File: src/rtl/vga_pkg.sv
// Shared constants, pixel/packet layouts and the clamp helper for the cursor overlay.
package vga_pkg;

    localparam int unsigned H_RES_DEF      = 1280;
    localparam int unsigned V_RES_DEF      = 1024;
    localparam int unsigned CUR_SIZE_DEF   = 16;
    localparam int unsigned FIFO_DEPTH_DEF = 4;

    localparam int unsigned COORD_W = 11;
    localparam int unsigned CMP_W   = COORD_W + 1;
    localparam int unsigned POS_W   = 13;
    localparam int unsigned DELTA_W = 9;
    localparam int unsigned BTN_W   = 3;
    localparam int unsigned CH_W    = 10;
    localparam int unsigned COLOR_W = 3 * CH_W;

    typedef struct packed {
        logic [CH_W-1:0] r;
        logic [CH_W-1:0] g;
        logic [CH_W-1:0] b;
    } pixel_t;

    localparam pixel_t COLOR_BLACK = '{r: '0, g: '0, b: '0};
    localparam pixel_t COLOR_WHITE = '{r: '1, g: '1, b: '1};
    localparam pixel_t COLOR_RED   = '{r: '1, g: '0, b: '0};

    typedef struct packed {
        logic [BTN_W-1:0]   btn;
        logic [DELTA_W-1:0] dx;
        logic [DELTA_W-1:0] dy;
    } mouse_pkt_t;

    typedef enum logic {
        VBLANK = 1'b0,
        ACTIVE = 1'b1
    } vstate_t;

    // Saturate a signed position into [0, hi].
    function automatic logic [COORD_W-1:0] clamp_coord(input logic signed [POS_W-1:0] v,
                                                       input logic signed [POS_W-1:0] hi);
        logic [COORD_W-1:0] res;
        if (v[POS_W-1]) begin
            res = '0;
        end else if (v > hi) begin
            res = hi[COORD_W-1:0];
        end else begin
            res = v[COORD_W-1:0];
        end
        return res;
    endfunction

endpackage

File: src/rtl/vga_cursor_overlay_if.sv
// Mouse packet valid/ready channel into the cursor overlay.
interface vga_cursor_overlay_if;

    logic                        mouse_valid;
    logic [vga_pkg::DELTA_W-1:0] mouse_dx;
    logic [vga_pkg::DELTA_W-1:0] mouse_dy;
    logic [vga_pkg::BTN_W-1:0]   mouse_btn;
    logic                        mouse_ready;

    modport master (output mouse_valid, mouse_dx, mouse_dy, mouse_btn, input mouse_ready);
    modport slave  (input mouse_valid, mouse_dx, mouse_dy, mouse_btn, output mouse_ready);

endinterface

File: src/rtl/mouse_pkt_fifo.sv
// Mouse packet buffer; a push takes priority, so draining only happens on cycles without one.
module mouse_pkt_fifo
    import vga_pkg::*;
#(
    parameter int unsigned DEPTH = FIFO_DEPTH_DEF
) (
    input  logic       clk,
    input  logic       rst,
    input  logic       push_valid,
    input  mouse_pkt_t push_data,
    output logic       push_ready,
    output logic       pop_c,
    output mouse_pkt_t head_c
);

    localparam int unsigned   AW       = (DEPTH > 1) ? $clog2(DEPTH) : 1;
    localparam int unsigned   CW       = AW + 1;
    localparam logic [CW-1:0] FULL_CNT = CW'(DEPTH);

    mouse_pkt_t    mem [DEPTH];
    logic [AW-1:0] wr_ptr;
    logic [AW-1:0] rd_ptr;
    logic [CW-1:0] count;
    logic [CW-1:0] count_nx;
    logic          push_c;

    assign push_c = push_valid && push_ready;
    assign pop_c  = (count != '0) && !push_c;
    assign head_c = mem[rd_ptr];

    always_comb begin
        count_nx = count;
        if (push_c) begin
            count_nx = count + CW'(1);
        end else if (pop_c) begin
            count_nx = count - CW'(1);
        end
    end

    always_ff @(posedge clk or posedge rst) begin
        if (rst) begin
            wr_ptr     <= '0;
            rd_ptr     <= '0;
            count      <= '0;
            push_ready <= 1'b1;
        end else begin
            if (push_c) wr_ptr <= wr_ptr + AW'(1);
            if (pop_c)  rd_ptr <= rd_ptr + AW'(1);
            count      <= count_nx;
            push_ready <= (count_nx != FULL_CNT);
        end
    end

    always_ff @(posedge clk) begin
        if (push_c) mem[wr_ptr] <= push_data;
    end

endmodule

File: src/rtl/vga_cursor_overlay.sv
// Hardware mouse cursor: buffers mouse packets, tracks a clamped position and
// composites a square cursor, latched once per frame at the end of the active area.
module vga_cursor_overlay
    import vga_pkg::*;
#(
    parameter int unsigned H_RES      = H_RES_DEF,
    parameter int unsigned V_RES      = V_RES_DEF,
    parameter int unsigned CUR_SIZE   = CUR_SIZE_DEF,
    parameter int unsigned FIFO_DEPTH = FIFO_DEPTH_DEF
) (
    input  logic                 pixel_clk,
    input  logic                 reset,
    input  logic [COORD_W-1:0]   X_pix,
    input  logic [COORD_W-1:0]   Y_pix,
    input  logic                 H_visible,
    input  logic                 V_visible,
    input  logic [COLOR_W-1:0]   bg_color,
    vga_cursor_overlay_if.slave  mouse,
    output logic [COLOR_W-1:0]   pixel_color,
    output logic [COORD_W-1:0]   cursor_x,
    output logic [COORD_W-1:0]   cursor_y
);

    localparam logic signed [POS_W-1:0] X_MAX    = POS_W'(H_RES - 1);
    localparam logic signed [POS_W-1:0] Y_MAX    = POS_W'(V_RES - 1);
    localparam logic [COORD_W-1:0]      X_CENTER = COORD_W'(H_RES / 2);
    localparam logic [COORD_W-1:0]      Y_CENTER = COORD_W'(V_RES / 2);
    localparam logic [CMP_W-1:0]        X_LIM    = CMP_W'(H_RES);
    localparam logic [CMP_W-1:0]        Y_LIM    = CMP_W'(V_RES);
    localparam logic [CMP_W-1:0]        CSZ      = CMP_W'(CUR_SIZE);
    localparam logic [CMP_W-1:0]        CSZ_M1   = CMP_W'(CUR_SIZE - 1);

    mouse_pkt_t             push_data;
    mouse_pkt_t             head_c;
    logic                   pop_c;
    logic                   fifo_ready;
    logic [BTN_W-1:0]       btn;
    logic [COORD_W-1:0]     sx;
    logic [COORD_W-1:0]     sy;
    logic [BTN_W-1:0]       sbtn;
    logic signed [POS_W-1:0] sum_x;
    logic signed [POS_W-1:0] sum_y;
    vstate_t                state;
    vstate_t                state_nx;
    logic                   latch_c;
    logic [CMP_W-1:0]       px, py, sxw, syw;
    logic                   in_cur_c;
    logic                   border_c;
    logic [COLOR_W-1:0]     pix_nx;
    logic                   unused_sbtn;

    assign push_data = '{btn: mouse.mouse_btn, dx: mouse.mouse_dx, dy: mouse.mouse_dy};
    assign mouse.mouse_ready = fifo_ready;

    mouse_pkt_fifo #(.DEPTH(FIFO_DEPTH)) u_fifo (
        .clk        (pixel_clk),
        .rst        (reset),
        .push_valid (mouse.mouse_valid),
        .push_data  (push_data),
        .push_ready (fifo_ready),
        .pop_c      (pop_c),
        .head_c     (head_c)
    );

    // Y movement is positive-up while rows grow downward.
    always_comb begin
        sum_x = signed'(POS_W'(cursor_x))
              + signed'({{(POS_W-DELTA_W){head_c.dx[DELTA_W-1]}}, head_c.dx});
        sum_y = signed'(POS_W'(cursor_y))
              - signed'({{(POS_W-DELTA_W){head_c.dy[DELTA_W-1]}}, head_c.dy});
    end

    always_ff @(posedge pixel_clk or posedge reset) begin
        if (reset) begin
            state <= VBLANK;
        end else begin
            state <= state_nx;
        end
    end

    always_comb begin
        state_nx = state;
        latch_c  = 1'b0;
        case (state)
            ACTIVE: if (!V_visible) begin
                state_nx = VBLANK;
                latch_c  = 1'b1;
            end
            VBLANK: if (V_visible) state_nx = ACTIVE;
            default: state_nx = VBLANK;
        endcase
    end

    always_ff @(posedge pixel_clk or posedge reset) begin
        if (reset) begin
            cursor_x <= X_CENTER;
            cursor_y <= Y_CENTER;
            btn      <= '0;
            sx       <= X_CENTER;
            sy       <= Y_CENTER;
            sbtn     <= '0;
        end else begin
            if (pop_c) begin
                cursor_x <= clamp_coord(sum_x, X_MAX);
                cursor_y <= clamp_coord(sum_y, Y_MAX);
                btn      <= head_c.btn;
            end
            if (latch_c) begin
                sx   <= cursor_x;
                sy   <= cursor_y;
                sbtn <= btn;
            end
        end
    end

    assign unused_sbtn = ^sbtn[BTN_W-1:1];

    // Compositing uses the frame-stable shadow position only.
    always_comb begin
        px       = CMP_W'(X_pix);
        py       = CMP_W'(Y_pix);
        sxw      = CMP_W'(sx);
        syw      = CMP_W'(sy);
        in_cur_c = (px >= sxw) && (px < sxw + CSZ) && (py >= syw) && (py < syw + CSZ)
                && (px < X_LIM) && (py < Y_LIM);
        border_c = (px == sxw) || (px == sxw + CSZ_M1) || (py == syw) || (py == syw + CSZ_M1);
        pix_nx   = bg_color;
        if (!(H_visible && V_visible)) begin
            pix_nx = COLOR_BLACK;
        end else if (in_cur_c) begin
            pix_nx = border_c ? COLOR_BLACK : (sbtn[0] ? COLOR_RED : COLOR_WHITE);
        end
    end

    always_ff @(posedge pixel_clk or posedge reset) begin
        if (reset) begin
            pixel_color <= '0;
        end else begin
            pixel_color <= pix_nx;
        end
    end

endmodule

File: src/flat_wrapper.sv
// flat-port wrapper written by rule: the top's interface ports become plain ports
module vga_cursor_overlay_flat import vga_pkg::*;
#(
    parameter int unsigned H_RES      = H_RES_DEF,
    parameter int unsigned V_RES      = V_RES_DEF,
    parameter int unsigned CUR_SIZE   = CUR_SIZE_DEF,
    parameter int unsigned FIFO_DEPTH = FIFO_DEPTH_DEF
)
  (pixel_clk, reset, X_pix, Y_pix, H_visible, V_visible, bg_color, pixel_color, cursor_x, cursor_y, mouse_mouse_valid, mouse_mouse_dx, mouse_mouse_dy, mouse_mouse_btn, mouse_mouse_ready);
  vga_cursor_overlay_if mouse_i ();
  input  logic pixel_clk;
  input  logic reset;
  input  logic [COORD_W-1:0] X_pix;
  input  logic [COORD_W-1:0] Y_pix;
  input  logic H_visible;
  input  logic V_visible;
  input  logic [COLOR_W-1:0] bg_color;
  output logic [COLOR_W-1:0] pixel_color;
  output logic [COORD_W-1:0] cursor_x;
  output logic [COORD_W-1:0] cursor_y;
  input wire logic [$bits(mouse_i.mouse_valid)-1:0] mouse_mouse_valid;
  input wire logic [$bits(mouse_i.mouse_dx)-1:0] mouse_mouse_dx;
  input wire logic [$bits(mouse_i.mouse_dy)-1:0] mouse_mouse_dy;
  input wire logic [$bits(mouse_i.mouse_btn)-1:0] mouse_mouse_btn;
  output wire logic [$bits(mouse_i.mouse_ready)-1:0] mouse_mouse_ready;
  assign mouse_i.mouse_valid = mouse_mouse_valid;
  assign mouse_i.mouse_dx = mouse_mouse_dx;
  assign mouse_i.mouse_dy = mouse_mouse_dy;
  assign mouse_i.mouse_btn = mouse_mouse_btn;
  assign mouse_mouse_ready = mouse_i.mouse_ready;
  vga_cursor_overlay #(.H_RES(H_RES), .V_RES(V_RES), .CUR_SIZE(CUR_SIZE), .FIFO_DEPTH(FIFO_DEPTH)) u_core (.pixel_clk(pixel_clk), .reset(reset), .X_pix(X_pix), .Y_pix(Y_pix), .H_visible(H_visible), .V_visible(V_visible), .bg_color(bg_color), .mouse(mouse_i), .pixel_color(pixel_color), .cursor_x(cursor_x), .cursor_y(cursor_y));
endmodule
File: config.mk
export PLATFORM = sky130hd
export DESIGN_NAME = vga_cursor_overlay_flat
export DESIGN_NICKNAME = d
export VERILOG_FILES = /design/src/rtl/vga_pkg.sv /design/src/rtl/vga_cursor_overlay_if.sv /design/src/rtl/mouse_pkt_fifo.sv /design/src/rtl/vga_cursor_overlay.sv /design/src/flat_wrapper.sv
export SDC_FILE = /design/constraint.sdc
export NUM_CORES = 1
export LEC_CHECK = 0
export ABC_AREA = 1
export ABC_CLOCK_PERIOD_IN_PS = 2800
export CORE_MARGIN = 2
export CORE_UTILIZATION = 51
export DETAILED_ROUTE_END_ITERATION = 6
export PLACE_DENSITY = 0.88
export SETUP_SLACK_MARGIN = 0.1
export SLEW_MARGIN = 20
export SYNTH_ARGS = -nofsm -noshare
export SYNTH_HDL_FRONTEND = slang
export SYNTH_HIERARCHICAL = 1
export SYNTH_SLANG_ARGS = --single-unit
File: constraint.sdc
create_clock -name pixel_clk -period 2.8 [get_ports pixel_clk]
set_input_delay 0.56 -clock pixel_clk [delete_from_list [all_inputs] [get_ports pixel_clk]]
set_output_delay 0.56 -clock pixel_clk [all_outputs]
set_load 0.1 [all_outputs]
**Yosys cells after proc, flatten, opt, wreduce, memory -nomap -nowiden**

Memory sizes are Yosys's and may differ from the RTL's.
Cells that the tools add are included.

- Register bits after elaboration: 85
- Bits in latches: 0
- RAM bits: 84
- Memory bits (read-only): 0
- Bits of input ports: 78
- Output and inout bits: 53
- Logic and storage cells: 64
- Memories kept: 1

Memory list:

| memory | words | width | read ports | clocked after memory_dff | wr ports | RTL line | RTL |
|---|---|---|---|---|---|---|---|
| u_core.u_fifo.mem | 4 | 21 | 1 | 0 | 1 | mouse_pkt_fifo.sv:20 | `mouse_pkt_t mem [DEPTH];` |

- Add/sub/neg operators: 10
- Multipliers: 0
- Div/mod/pow operators: 0
- $lt $le $gt $ge: 8
- Equality and inequality tests: 5
- Shifts and indexed selects: 0
- Multiplexer cells: 15
- Bitwise operators: 0
- Reductions and logical operators: 13

Operators with widths:

| kind | count |
|---|---|
| 30-bit two-way mux | 3 |
| 11-bit two-way mux | 4 |
| 11-bit by 4-bit adder with 12-bit output (second input constant) | 2 |
| 11-bit by 5-bit adder with 12-bit output (second input constant) | 2 |
| 11-bit by 12-bit == test with 1-bit output | 2 |
| 11-bit by 12-bit less-than comparator with 1-bit output | 2 |
| 11-bit == test | 2 |
| 11-bit greater-or-equal comparator | 2 |
| 11-bit less-than comparator (second input constant) | 2 |
| 20-bit two-way mux | 1 |
| 12-bit by 9-bit adder with 13-bit output | 1 |
| 13-bit by 11-bit > comparator with 1-bit output (second input constant) | 1 |
| 13-bit by 12-bit > comparator with 1-bit output (second input constant) | 1 |
| 12-bit by 9-bit subtractor with 13-bit output | 1 |
| 1-bit logical AND | 8 |
| 3-bit two-way mux | 2 |
| 1-bit two-way mux | 5 |
| 2-bit by 1-bit adder with 2-bit output (second input constant) | 2 |
| 3-bit by 1-bit adder with 3-bit output (second input constant) | 1 |
| 1-bit logical OR | 3 |
| 3-bit != test (second input constant) | 1 |
| 3-bit nonzero test | 1 |
| 3-bit by 1-bit subtractor with 3-bit output (second input constant) | 1 |
| 1-bit zero test | 1 |

**Longest topological paths before layout**

Gate-level depths: netlist of run 1.

- Word-level depth: 9
- Mapped depth: 20
- Gate-level depth less buffers: 18

**Hierarchy**

Netlist of run 1, hierarchy kept.

By module, submodules not included:

| module | instances | cells an instance | area an instance (um^2) | sequential area each (um^2) |
|---|---|---|---|---|
| vga_cursor_overlay | 1 | 889 | 6118.4 | 1934.4 |
| mouse_pkt_fifo | 1 | 268 | 3687.3 | 2723.9 |

**Least setup slack after synthesis of run 1**

OpenSTA, ideal clock, no wires.

- Path type: flip-flop to flip-flop
- Start point: reg u_core.cursor_x[0]
- End point: reg u_core.cursor_x[10]
- Setup time: 129 ps
- Arrival: 2727 ps
- Required time: 2671 ps
- Path slack: -56 ps
- Stages on the path, launching flop included: 16
- Path buffers: 0
- Period minus slack after synthesis: 2856 ps
- Cells stage by stage: dfrtp_1 -> ha_1 -> inv_1 -> fa_1 -> inv_1 -> nand3_1 -> nand2_1 -> nand4_1 -> nand2_1 -> a21oi_1 -> inv_1 -> nand2_1 -> nand3_1 -> clkinv_1 -> o21ai_0 -> o21ai_0

- Cells in the longest elaborated chain, start to end: 4

RTL lines:

| element | RTL line | RTL |
|---|---|---|
| from (decl) | vga_cursor_overlay.sv:20 | `output logic [COORD_W-1:0] cursor_x,` |
| from (signal assigned) | vga_cursor_overlay.sv:104 | `cursor_x <= clamp_coord(sum_x, X_MAX);` |
| 12-bit by 9-bit adder with 13-bit output * | vga_cursor_overlay.sv:68 | `+ signed'({{(POS_W-DELTA_W){head_c.dx[DELTA_W-1]}}, head_c.dx});` |
| 13-bit by 12-bit > comparator with 1-bit output | vga_pkg.sv:44 | `end else if (v > hi) begin` |
| 11-bit two-way mux | vga_pkg.sv:44 |  |
| 11-bit two-way mux * | vga_pkg.sv:42 | `if (v[POS_W-1]) begin` |

Mark *: on every way between the ends. The rest lies on a longest branch, timed or not.
A chain may end at the register's enable or synchronous reset.

==> results of run 1 <==
==> registers in the layout, indices dropped and copies added, names as in the netlist <==
name,cells
u_core/cursor_y,11
u_core/btn,1
u_core/state,1
u_core/u_fifo/wr_ptr,2
u_core/u_fifo/push_ready,1
u_core/u_fifo/count,3
u_core/u_fifo/rd_ptr,2
u_core/pixel_color,30
u_core/sx,11
u_core/sbtn,1
u_core/cursor_x,11
u_core/u_fifo/mem,76
u_core/sy,11
==> area by class of cell <==
type                            instances  area (µm²)
Multi-Input combinational cell        774        4600
Tap cell                              229         287
Timing Repair Buffer                  213        1900
Sequential cell                       161        4420
Clock buffer                           18         439
Inverter                              179         682
Fill cell                            1333        5650
Clock inverter                         14         158
==> critical path, cell delays in order, from the launching register on <==
cell	delay, ps
dfrtp_2	460
clkinv_4	130
buf_4	180
nor2_1	180
o22ai_2	110
ha_1	370
nand2_1	120
nor2_1	160
nand3_1	100
nand3_1	120
xor2_2	200
nand2_1	140
nand2_2	150
nand3_1	90
nand2_1	60
nand2_1	50
==> power by group through the flow <==
stage | clock network, µW | registers [µW] | logic (µW)
2_1_floorplan | 0 | 4510 | 5010
3_3_place_gp | 0 | 3550 | 8620
3_5_place_dp | 0 | 3580 | 8890
4_1_cts | 2370 | 3540 | 9090
5_1_grt | 2480 | 3630 | 11200
6_report | 2350 | 3570 | 10300
==> per-layer routing <==
| metal | track usage [%] | routed length [µm] |
|---|---|---|
| met5 | 0 | 0 |
| met2 | 41.3 | 12600 |
| met1 | 29.0 | 10200 |
| met4 | 8.58 | 533 |
| met3 | 4.86 | 1090 |
==> final timing paths <==
check                                                          from                             endpoint  slack [ps]  cells after the start
min in group pixel_clk               u_core/cursor_y[0]$_DFFE_PP0P_       u_core/cursor_y[0]$_DFFE_PP0P_         520                      2
worst max register to register  u_core/u_fifo/rd_ptr[0]$_DFFE_PP0P_       u_core/cursor_x[3]$_DFFE_PP0P_          60                     15
worst min-delay path                                          reset  u_core/u_fifo/wr_ptr[1]$_DFFE_PP0P_         500                      2
worst max-delay path            u_core/u_fifo/rd_ptr[0]$_DFFE_PP0P_       u_core/cursor_x[3]$_DFFE_PP0P_          60                     15
worst min register to register       u_core/cursor_y[0]$_DFFE_PP0P_       u_core/cursor_y[0]$_DFFE_PP0P_         520                      2
max in group asynchronous                                     reset       u_core/cursor_y[9]$_DFFE_PP1P_        1600                      3
==> metrics by stage <==
stage	total power (µW)	hold WS, ps
after floorplan	9530	375
after global placement	12200	469
after detailed placement	12500	496
after CTS	15000	497
after global routing	17300	513
final	16200	498
==> cell usage in the layout, fill, tap and decap left out, drive strengths merged <==
cell and n:
nor3 6, a31oi 2, o21bai 2, clkinv 5, o22ai 19, bufinv 1
buf 138, nor2 145, dfstp 7, nor3b 1, dfrtp 78, nand3b 4
o21a 4, xnor2 16, a211oi 1, o211ai 1, or2 1, o32ai 1
a21oi 56, ha 71, clkdlybuf4s50 75, nand2 269, a21boi 2, o21ai 65
fa 2, inv 187, nand3 62, edfxtp 76, xor2 29, a21o 4
clkbuf 18, nand4 11
==> timing repair <==
| item | in CTS | in global routing |
|---|---|---|
| hold buffers | 0 | 0 |
| setup buffers | 3 | 4 |
| resized for setup | 17 | 91 |
| pin swaps | 4 | 29 |
| setup endpoints to repair | 21 | 51 |
==> impl_metrics.toml, run 1 <==
[run_status]
status = "complete, but fails checks"
violations = "design-rule violations"

[sta]
skew_ps = 16.0
finalCritPeriodShare_pct = 97.9
min_period_ps = 2740
fin_tns_setup_ps = 0
relSlewSlack_pct = 69.8
max_slew.worst_pin.slew_ps = 452
finalHoldViolCount = 0
rsz0062_at_grt = "true"
timing.final.max_slew_violations = 0
fmax_mhz = 365
setup_ws_ps = 59.1
setup_viol = 0

[die]
die_h_um = 141
fp.coreArea_um2 = 18100
start_util_pct = 52.4
dieArea_um2 = 19800
die_w_um = 141
io_pins = 131
num_rows = 49

[critical_path]
endpoint_kind = "register"
worstSetupPathType = "reg2reg"
critical_path_peak_fanout = 8
cp-start-kind = "register"
critPathArrivalTime_ps = 3060
required_ps = 3120

[pwr]
p_comb_share_pct = 63.5
intPower_uw = 8560
power_frac_clock_pct = 14.5
switching_power_uw = 7660
power_density_nw_per_um2 = 1300
p_sw_share_pct = 47.2
worst_ir_drop_vdd_v = 0.000673
p_leak_uw = 0.00619
seqPwrFrac_pct = 22.0

[routing]
drt_pre_antenna_iters = 7
route.detailed.drc = 8
initialDrtViolationCount = 486
via_per_inst = 5.21
drtAntennaViolNets = 0
finalWirelength_um = 24400
routedWlPerCell_um = 15.4
vias = 8275

[global_routing]
gr-usage-all-layers_pct = 23.6
grt_max_degree = 54
grt_pass1_wl_um = 37200
grt_overflow_total = 0
grt_pass1_vias = 7999
antenna_found_initial = 0

[finish]
design_area_um2 = 12500
fin_nets = 1497
fin_util_pct = 68.9
drive_gt1_share_pct = 20.3
syn2layout_area_growth_pct = 31.3
diodes = 0
layoutNonFillerInstCount = 1588

[yosys]
synth_area_um2 = 9520
synth_fp_nets = 1290
synthCells = 1139
synth.avg_cell_area_um2 = 8.36
ys_warn_count = 6

[clock_network]
clkTransAtPathRegs_ps = 70
numCtsBuffers = 17
insertion_delay_ps = 430
cts_num_sinks = 161
clockBufferDepth = 2
clockRootBuffer = "clkbuf_16"
cts_tree = "done"
h-tree-depth = 4

[placement]
io_buffer_count = 128
pre_cts_slack_ps = -95.2
hpwl_um = 17200
post_dp_cell_area_um2 = 11400
gp_congestion = 0.911
dp_cells = 1549

[flow_run]
maxCapViolCount = 0

[worst_hold_path]
hp-class = "in2async"
(Power assumes the default switching activity.)
==> inputs of run 2 (changes only) <==
- ABC_CLOCK_PERIOD_IN_PS: 2800 -> 3420
- CAP_MARGIN: default -> 10
- CORE_UTILIZATION: 51 -> 55
- CTS_BUF_LIST: default -> sky130_fd_sc_hd__clkbuf_16
- PLACE_DENSITY: 0.88 -> 0.9
- clock period: 2.8 -> 3.42 ns (I/O delays scaled with it)
==> run 2 against run 1 <==
The run now ends clean; critical path depth grew 3; sequential share of layout area is 2.4 points higher; worst hold slack better by 7.9 ps; clock power shrank 22%; sequential power shrank 19%; maximum frequency fell by 13%; core utilization fell by 0.60 points; critical path type unchanged; critical endpoint is now u_core/cursor_x[1]$_DFFE_PP0P_.
==> impl_metrics.toml, run 2 (same netlist as run 1, synthesis figures left out) <==
[run_status]
status = "complete, no violations"

[placement]
io_buffer_count = 128
hpwl_um = 16100
gp_congestion = 0.933

[finish]
fill_cells = 1334
fin_util_pct = 68.3
largest_reg_flops = 76
diodes = 0
final_cell_mix = "263 x nand2_1, 173 x inv_1, 139 x nor2_1"
fin_nets = 1435
top_regs = "u_core/u_fifo/mem: 76 flops, u_core/pixel_color: 30 flops"
layout_commonest_cell = "nand2_1"
drive_gt1_share_pct = 8.71
regMostFlops = "u_core/u_fifo/mem"
syn2layout_area_growth_pct = 22.7

[sta]
max_slew.worst_pin.slew_ps = 1000
setup_viol = 0
finalHoldViolCount = 0
timing.final.max_slew_violations = 0
min_period_ps = 3140
rsz0062_at_grt = "false"
finalCritPeriodShare_pct = 91.9
fin_tns_setup_ps = 0
relSlewSlack_pct = 33.0
skew_ps = 11.0
fmax_mhz = 318

[clock_network]
clockRootBuffer = "clkbuf_16"
insertion_delay_ps = 420
cts_tree = "done"
cts_num_sinks = 161
clockBufferDepth = 2
numCtsBuffers = 17
clkTransAtPathRegs_ps = 60
postCtsHoldBufs = 0
h-tree-depth = 4

[critical_path]
cp-start-kind = "register"
worstSetupPathType = "reg2reg"
required_ps = 3730
path_cells = "o21ai_0 > o22ai_1 > ha_2 > inv_1 > fa_1 > inv_2 > nand3_1 > nand2_1 > nand4_1 > nand2_1 > a21oi_1 > inv_1 > nand2_1 > nand3_1 > clkinvlp_4 > buf_12 > nand2_1 > nand2_1"
cpPeakStageDelay_ps = 520
timing.rr.end = "u_core/cursor_x[1]$_DFFE_PP0P_"
endpoint_kind = "register"
rrSetupSlack_ps = 280
critical_path_peak_fanout = 9
worstReg2RegStart = "u_core/u_fifo/rd_ptr[0]$_DFFE_PP0P_"
slowest_stage = "dfrtp_2"
critPathArrivalTime_ps = 3460
path_common_cell = "nand2_1"
reg2regPathDepth = 18

[die]
start_util_pct = 55.6
die_w_um = 136
fp.coreArea_um2 = 17100
io_pins = 131
dieArea_um2 = 18400
die_h_um = 136
num_rows = 48

[worst_hold_path]
min_path_cells = 2
hp-start = "u_core/cursor_y[9]$_DFFE_PP1P_"
hp-class = "reg2reg"
whs_endpoint = "u_core/cursor_y[9]$_DFFE_PP1P_"

[flow_run]
maxCapViolCount = 0

[global_routing]
grt_pass1_wl_um = 34300
gr-usage-all-layers_pct = 23.7
grt_max_degree = 53
antenna_found_initial = 0
grt_overflow_total = 0
grt_pass1_vias = 7413

[routing]
via_per_inst = 5.20
routedWlPerCell_um = 14.3
route.detailed.drc = 0
vias = 7909
finalWirelength_um = 21700
initialDrtViolationCount = 490
drt_pre_antenna_iters = 5
drtAntennaViolNets = 0

[pwr]
p_leak_uw = 0.00576
power_density_nw_per_um2 = 969
worst_ir_drop_vdd_v = 0.000517
==> run 2: changes by cell type in the layout (fill, tap and decap cells not counted), moves of 8 or more <==
cell | before | now
o21ai_0 | 26 | 37
nor2_2 | 11 | 3
a21oi_1 | 45 | 56
buf_4 | 122 | 42
a21oi_2 | 10 | 0
buf_6 | 9 | 0
nor2_1 | 129 | 139
clkdlybuf4s50_1 | 75 | 103
==> run 2: layout make-up <==
type	instances	area, µm²	area share [%]
tap	225	282	2.41
timing repair buffer	151	1460	12.5
clock inverter	15	145	1.24
sequential	161	4420	37.8
clock buffer	17	425	3.64
multi-input combinational	774	4270	36.5
inverter	179	684	5.86
==> run 2: per-layer routing <==
metal  part of all wire (%)  GRT usage [%]
met5                      0              0
met4                    1.5           8.33
met3                    4.2           3.97
met2                     52           42.0
met1                     42           29.3
==> run 2: what timing repair did <==
action | 4_1_cts | 5_1_grt
setup buffers | 0 | 5
endpoints found under the setup margin | 0 | 19
gates resized for setup | 0 | 10
hold endpoints to repair | 0 | 0
==> run 2: worst max-delay path: cells and delay by family, from the launching register on <==
family / cells / cell delay, ps
AO/OA/AOI/OAI: 3 / 560
buffers and inverters: 5 / 580
AND/OR/NAND/NOR: 8 / 690
flip-flops: 1 / 520
adder cells (fa/ha/maj): 2 / 670
==> run 2: where the power goes <==
part | internal [µW] | total [µW] | leakage [µW] | switching (µW)
logic | 2260 | 6600 | 0.00371 | 4340
registers | 2530 | 2890 | 0.00176 | 360
clock network | 1070 | 1830 | 0.000292 | 755
total | 5860 | 11300 | 0.00576 | 5460
==> run 2: worst max path at each step <==
stage | from | to | slack [ps] | cells past startpoint
6_report | u_core/u_fifo/rd_ptr[0]$_DFFE_PP0P_ | u_core/cursor_x[1]$_DFFE_PP0P_ | 280 | 18
5_1_grt | u_core/u_fifo/rd_ptr[0]$_DFFE_PP0P_ | u_core/cursor_x[10]$_DFFE_PP0P_ | 70 | 17
4_1_cts | u_core/u_fifo/rd_ptr[0]$_DFFE_PP0P_ | u_core/cursor_x[10]$_DFFE_PP0P_ | 210 | 17
2_1_floorplan | u_core/cursor_x[0]$_DFFE_PP0P_ | u_core/cursor_x[10]$_DFFE_PP0P_ | 560 | 15
3_5_place_dp | u_core/u_fifo/rd_ptr[0]$_DFFE_PP0P_ | u_core/cursor_x[10]$_DFFE_PP0P_ | 210 | 17
3_3_place_gp | u_core/u_fifo/rd_ptr[0]$_DFFE_PP0P_ | u_core/cursor_x[10]$_DFFE_PP0P_ | 310 | 17
==> run 2: per-stage QoR <==
step                instance area (µm²)  total power (µW)  hold WS, ps  cells  setup slack, ps
floorplan                          9520              7800          453   1139              564
global placement                  11000              9060          468   1485              315
detailed placement                11000              9260          483   1485              214
CTS                               11600             11200          510   1517              212
global route                      11700             12200          528   1522             72.8
finish                            11700             11300          506   1522              277
==> inputs of run 3 (changes only) <==
- CAP_MARGIN: 10 -> default
- CTS_BUF_LIST: sky130_fd_sc_hd__clkbuf_16 -> sky130_fd_sc_hd__clkbuf_4
==> run 3 against run 2 <==
Sequential power about the same; combinational power is 2% lower; first-iteration DRC count shrank 5.9%; die area stayed put; final area shrank 3.0%; routed wire length is 2.4% lower; global-route usage decreased by 0.47 points; maximum frequency rose by 3.4%; worst setup slack improved by 100 ps; critical endpoint is now u_core/cursor_y[1]$_DFFE_PP0P_; worst hold slack got worse by 14 ps; via count is 1.3% lower.
==> impl_metrics.toml, run 3 (same netlist as run 1, synthesis figures left out) <==
[placement]
io_buffer_count = 128
gp_congestion = 0.933
dp_cells = 1485
pre_cts_slack_ps = 214
hpwl_um = 16100

[sta]
finalHoldViolCount = 0
setup_viol = 0
relSlewSlack_pct = 32.2
finalCritPeriodShare_pct = 88.9
max_slew.worst_pin.slew_ps = 1010
rsz0062_at_grt = "false"
fmax_mhz = 329
timing.final.max_slew_violations = 0
min_period_ps = 3040
skew_ps = 26.3
setup_ws_ps = 380
fin_tns_setup_ps = 0

[die]
die_h_um = 136
start_util_pct = 55.6
fp.coreArea_um2 = 17100
io_pins = 131
num_rows = 48
dieArea_um2 = 18400
die_w_um = 136

[finish]
fin_util_pct = 66.2
drive_gt1_share_pct = 8.36
fin_nets = 1430
top_regs = "u_core/u_fifo/mem: 76 flops, u_core/pixel_color: 30 flops"
final_cell_mix = "263 x nand2_1, 172 x inv_1, 139 x nor2_1"
largest_reg_flops = 76
layout_commonest_cell = "nand2_1"
fill_cells = 1394
layoutNonFillerInstCount = 1518
multi_input_area_um2 = 4260
seq_area_um2 = 4420
syn2layout_area_growth_pct = 19.1
regMostFlops = "u_core/u_fifo/mem"

[global_routing]
grt_overflow_total = 0
grt_max_degree = 53
gr-usage-all-layers_pct = 23.2
grt_pass1_vias = 7298
grt_pass1_wl_um = 33600
antenna_found_initial = 1

[pwr]
worst_ir_drop_vdd_v = 0.000524
power_density_nw_per_um2 = 921
p_leak_uw = 0.00560
p_total_uw = 10400

[clock_network]
h-tree-depth = 4
clkTransAtPathRegs_ps = 130
numCtsBuffers = 17
clockBufferDepth = 2
cts_tree = "done"
cts_num_sinks = 161
insertion_delay_ps = 560
clockRootBuffer = "clkbuf_4"
post_cts_resized = 0
post_cts_buffers = 0
postCtsHoldBufs = 0

[critical_path]
cp-start-kind = "register"
required_ps = 3860
reg2regPathDepth = 16
slowest_stage = "dfrtp_2"
path_cells = "inv_6 > buf_12 > o21ai_0 > o22ai_2 > inv_1 > ha_1 > a21oi_1 > o21ai_0 > a21oi_1 > nand3_1 > nand2_1 > nand3_1 > nand2_1 > nand2_1 > nand2_1 > nand2_1"
timing.rr.end = "u_core/cursor_y[1]$_DFFE_PP0P_"
critical_path_peak_fanout = 22
cpPeakStageDelay_ps = 530
worstSetupPathType = "reg2reg"
endpoint_kind = "register"
worstReg2RegStart = "u_core/u_fifo/rd_ptr[0]$_DFFE_PP0P_"
critPathArrivalTime_ps = 3480
rrSetupSlack_ps = 380
path_common_cell = "nand2_1"

[routing]
highest_layer = "met4"
wl_met2_um = 10900
routedWlPerCell_um = 13.9
wl_met3_um = 957
initialDrtViolationCount = 461
via_per_inst = 5.14
wl_met1_um = 9040
drt_pre_antenna_iters = 5
drtAntennaViolNets = 0
finalWirelength_um = 21200
vias = 7808
route.detailed.drc = 0

[run_status]
status = "complete, no violations"

[flow_run]
maxCapViolCount = 0

[worst_hold_path]
hp-class = "in2async"
## run 3: stage by stage
step / area (µm²) / hold WS (ps)
6_report: 11300 / 491
5_1_grt: 11300 / 469
4_1_cts: 11300 / 441
3_5_place_dp: 11000 / 483
3_3_place_gp: 11000 / 468
2_1_floorplan: 9520 / 453
## run 3: report_power, final
| part | internal, µW | switching, µW |
|---|---|---|
| Sequential | 2520 | 355 |
| Clock | 464 | 654 |
| Combinational | 2180 | 4270 |
| Total | 5170 | 5280 |
## run 3: critical path: cells and delay by family (launching register included)
| family | cells | cell delay (ps) |
|---|---|---|
| adder cells (fa/ha/maj) | 1 | 370 |
| flip-flops | 1 | 530 |
| buffers and inverters | 3 | 440 |
| AO/OA/AOI/OAI | 5 | 840 |
| AND/OR/NAND/NOR | 7 | 730 |
## run 3: how the worst max path moves through the flow
stage	startpoint	to	slack, ps	cells past startpoint
3_3_place_gp	u_core/u_fifo/rd_ptr[0]$_DFFE_PP0P_	u_core/cursor_x[10]$_DFFE_PP0P_	310	17
2_1_floorplan	u_core/cursor_x[0]$_DFFE_PP0P_	u_core/cursor_x[10]$_DFFE_PP0P_	560	15
4_1_cts	u_core/u_fifo/rd_ptr[0]$_DFFE_PP0P_	u_core/cursor_x[10]$_DFFE_PP0P_	190	17
3_5_place_dp	u_core/u_fifo/rd_ptr[0]$_DFFE_PP0P_	u_core/cursor_x[10]$_DFFE_PP0P_	210	17
6_report	u_core/u_fifo/rd_ptr[0]$_DFFE_PP0P_	u_core/cursor_y[1]$_DFFE_PP0P_	380	16
5_1_grt	u_core/u_fifo/rd_ptr[1]$_DFFE_PP0P_	u_core/cursor_x[0]$_DFFE_PP0P_	130	17
## run 3: layer usage
metal,vias to the layer above,global-route usage [%]
li1,3960,-
met1,3626,28.7
met2,187,40.4
met3,35,4.34
met4,0,8.85
met5,-,0
## run 3: cell type report
cell class | instances | area share, %
well taps | 225 | 2.48
repair buffers | 146 | 12.4
diodes | 1 | 0.0221
flip-flops and latches | 161 | 39.0
multi-input cells | 774 | 37.6
clock buffers | 20 | 1.32
inverters | 179 | 6.01
clock inverters | 12 | 1.18
==> RTL edit (config.mk and constraints of run 2) <==
Change the package constant `COORD_W` from 11 to 9.
--- a/src/rtl/vga_pkg.sv
+++ b/src/rtl/vga_pkg.sv
@@ -6,7 +6,7 @@
     localparam int unsigned CUR_SIZE_DEF   = 16;
     localparam int unsigned FIFO_DEPTH_DEF = 4;
 
-    localparam int unsigned COORD_W = 11;
+    localparam int unsigned COORD_W = 9;
     localparam int unsigned CMP_W   = COORD_W + 1;
     localparam int unsigned POS_W   = 13;
     localparam int unsigned DELTA_W = 9;
Ports: changed (resized X_pix, Y_pix, cursor_x and cursor_y); port bits go from 131 to 123. The function was not compared with the original's and may differ.
==> RTL edit against run 2 <==
Register-to-register slack improved by 0.53 ns; sequential cell count decreased by 33; worst setup slack better by 0.53 ns; via count fell by 42%; synthesized area fell by 37%; total power is 33% lower; sequential power down 26%; clock skew is 0.0025 ns higher; cell area shrank 35%; wire length shrank 37%; critical endpoint is now pixel_color[27].
==> RTL edit: results (changes against run 2) <==
[finish]
layout.cells.non_filler=880  ; -42%
drive_gt1_share_pct=11.22  ; +2.5 points
reg.largest.list=u_core/u_fifo/mem: 72 flops, u_core/pixel_color: 30 flops
fill_cells=686  ; -49%
nNetsFinal=830  ; -42%

[clocking]
ctsRootBufferMaster=clkbuf_16
postCtsSetupRepairBufs=0  ; unchanged
cts_buffers=17  ; unchanged
clk_pin_slew_ns=0.06  ; about the same
cts_buffer_depth=2  ; unchanged
holdBufCountCts=0  ; unchanged
clk_latency_ns=0.42  ; about the same

[routing]
drt_first_pass_iters=5  ; unchanged
drt_iter0_drc=343  ; -30%
drt-wirelength-per-cell_um=15.59  ; +9.3%
dr_total_vias=4558  ; -42%

[place]
io_buffers=101  ; -21%
pre_cts_ws_ns=0.8696  ; +0.6554 ns
gp_congestion=0.8587  ; -7.9%
post_dp_cell_area_um2=7074  ; -36%
place_inst=848  ; -43%
dp_hpwl_um=8905  ; -45%

[timing]
tightest_slew_ns=1.005  ; +0.003282 ns
skew_ns=0.01349  ; +0.002494 ns

[worst_hold_path]
hold_class=reg -> reg
holdPathStages=2  ; unchanged

[worst_setup_path]
arrival_ns=1.93  ; -1.53 ns
slowest_delay_ns=1.16  ; +0.64 ns
cp_max_fo=1  ; -8
r2r_cells=15  ; -3
path_delay_family=buffers and inverters
slowest_stage=clkdlybuf4s50_1

[synth]
synthCells=617  ; -46%
syn-num-nets=720  ; -44%

[power_and_ir_drop]
power_clock_uw=1680  ; -8%
swShare_pct=46.12  ; -2.1 points
leakage_uw=0.003583  ; -38%
powerComb_uw=3820  ; -42%
peakVddDrop_uv=513.2  ; -0.66%
power_uw=7629  ; -33%

[outcome]
status=completed

[global_routing]
grt_pass1_wl_um=22180  ; -35%
grt_max_degree=49  ; -7.5%
grt_usage_pct=25.05  ; +1.4 points

==> RTL edit: path summary, 6_finish.rpt <==
check	from	slack (ns)	to
max	u_core/pixel_color[27]	0.80	pixel_color[27]
min	u_core/cursor_x[7]	0.49	u_core/cursor_x[7]
max reg2reg	u_core/u_fifo/rd_ptr[0]	0.81	u_core/cursor_y[8]
min reg2reg	u_core/cursor_x[7]	0.49	u_core/cursor_x[7]
max in group asynchronous	reset	2.15	u_core/pixel_color[19]
min in group asynchronous	reset	0.57	u_core/u_fifo/wr_ptr[0]
==> RTL edit: area by class of cell <==
type | count | area (um2) | area share, %
timing repair buffer | 110 | 1031 | 13.52
clock buffer | 18 | 450.4 | 5.906
multi-input combinational | 371 | 1921 | 25.18
inverter | 99 | 382.9 | 5.020
clock inverter | 14 | 101.3 | 1.329
tap | 140 | 175.2 | 2.297
sequential | 128 | 3566 | 46.75
==> RTL edit: routing by layer <==
layer	part of all wire [%]	GRT usage, %
met4	1.3	8.059
met5	0	0
met1	40	30.26
met3	7.6	8.017
met2	52	42.81
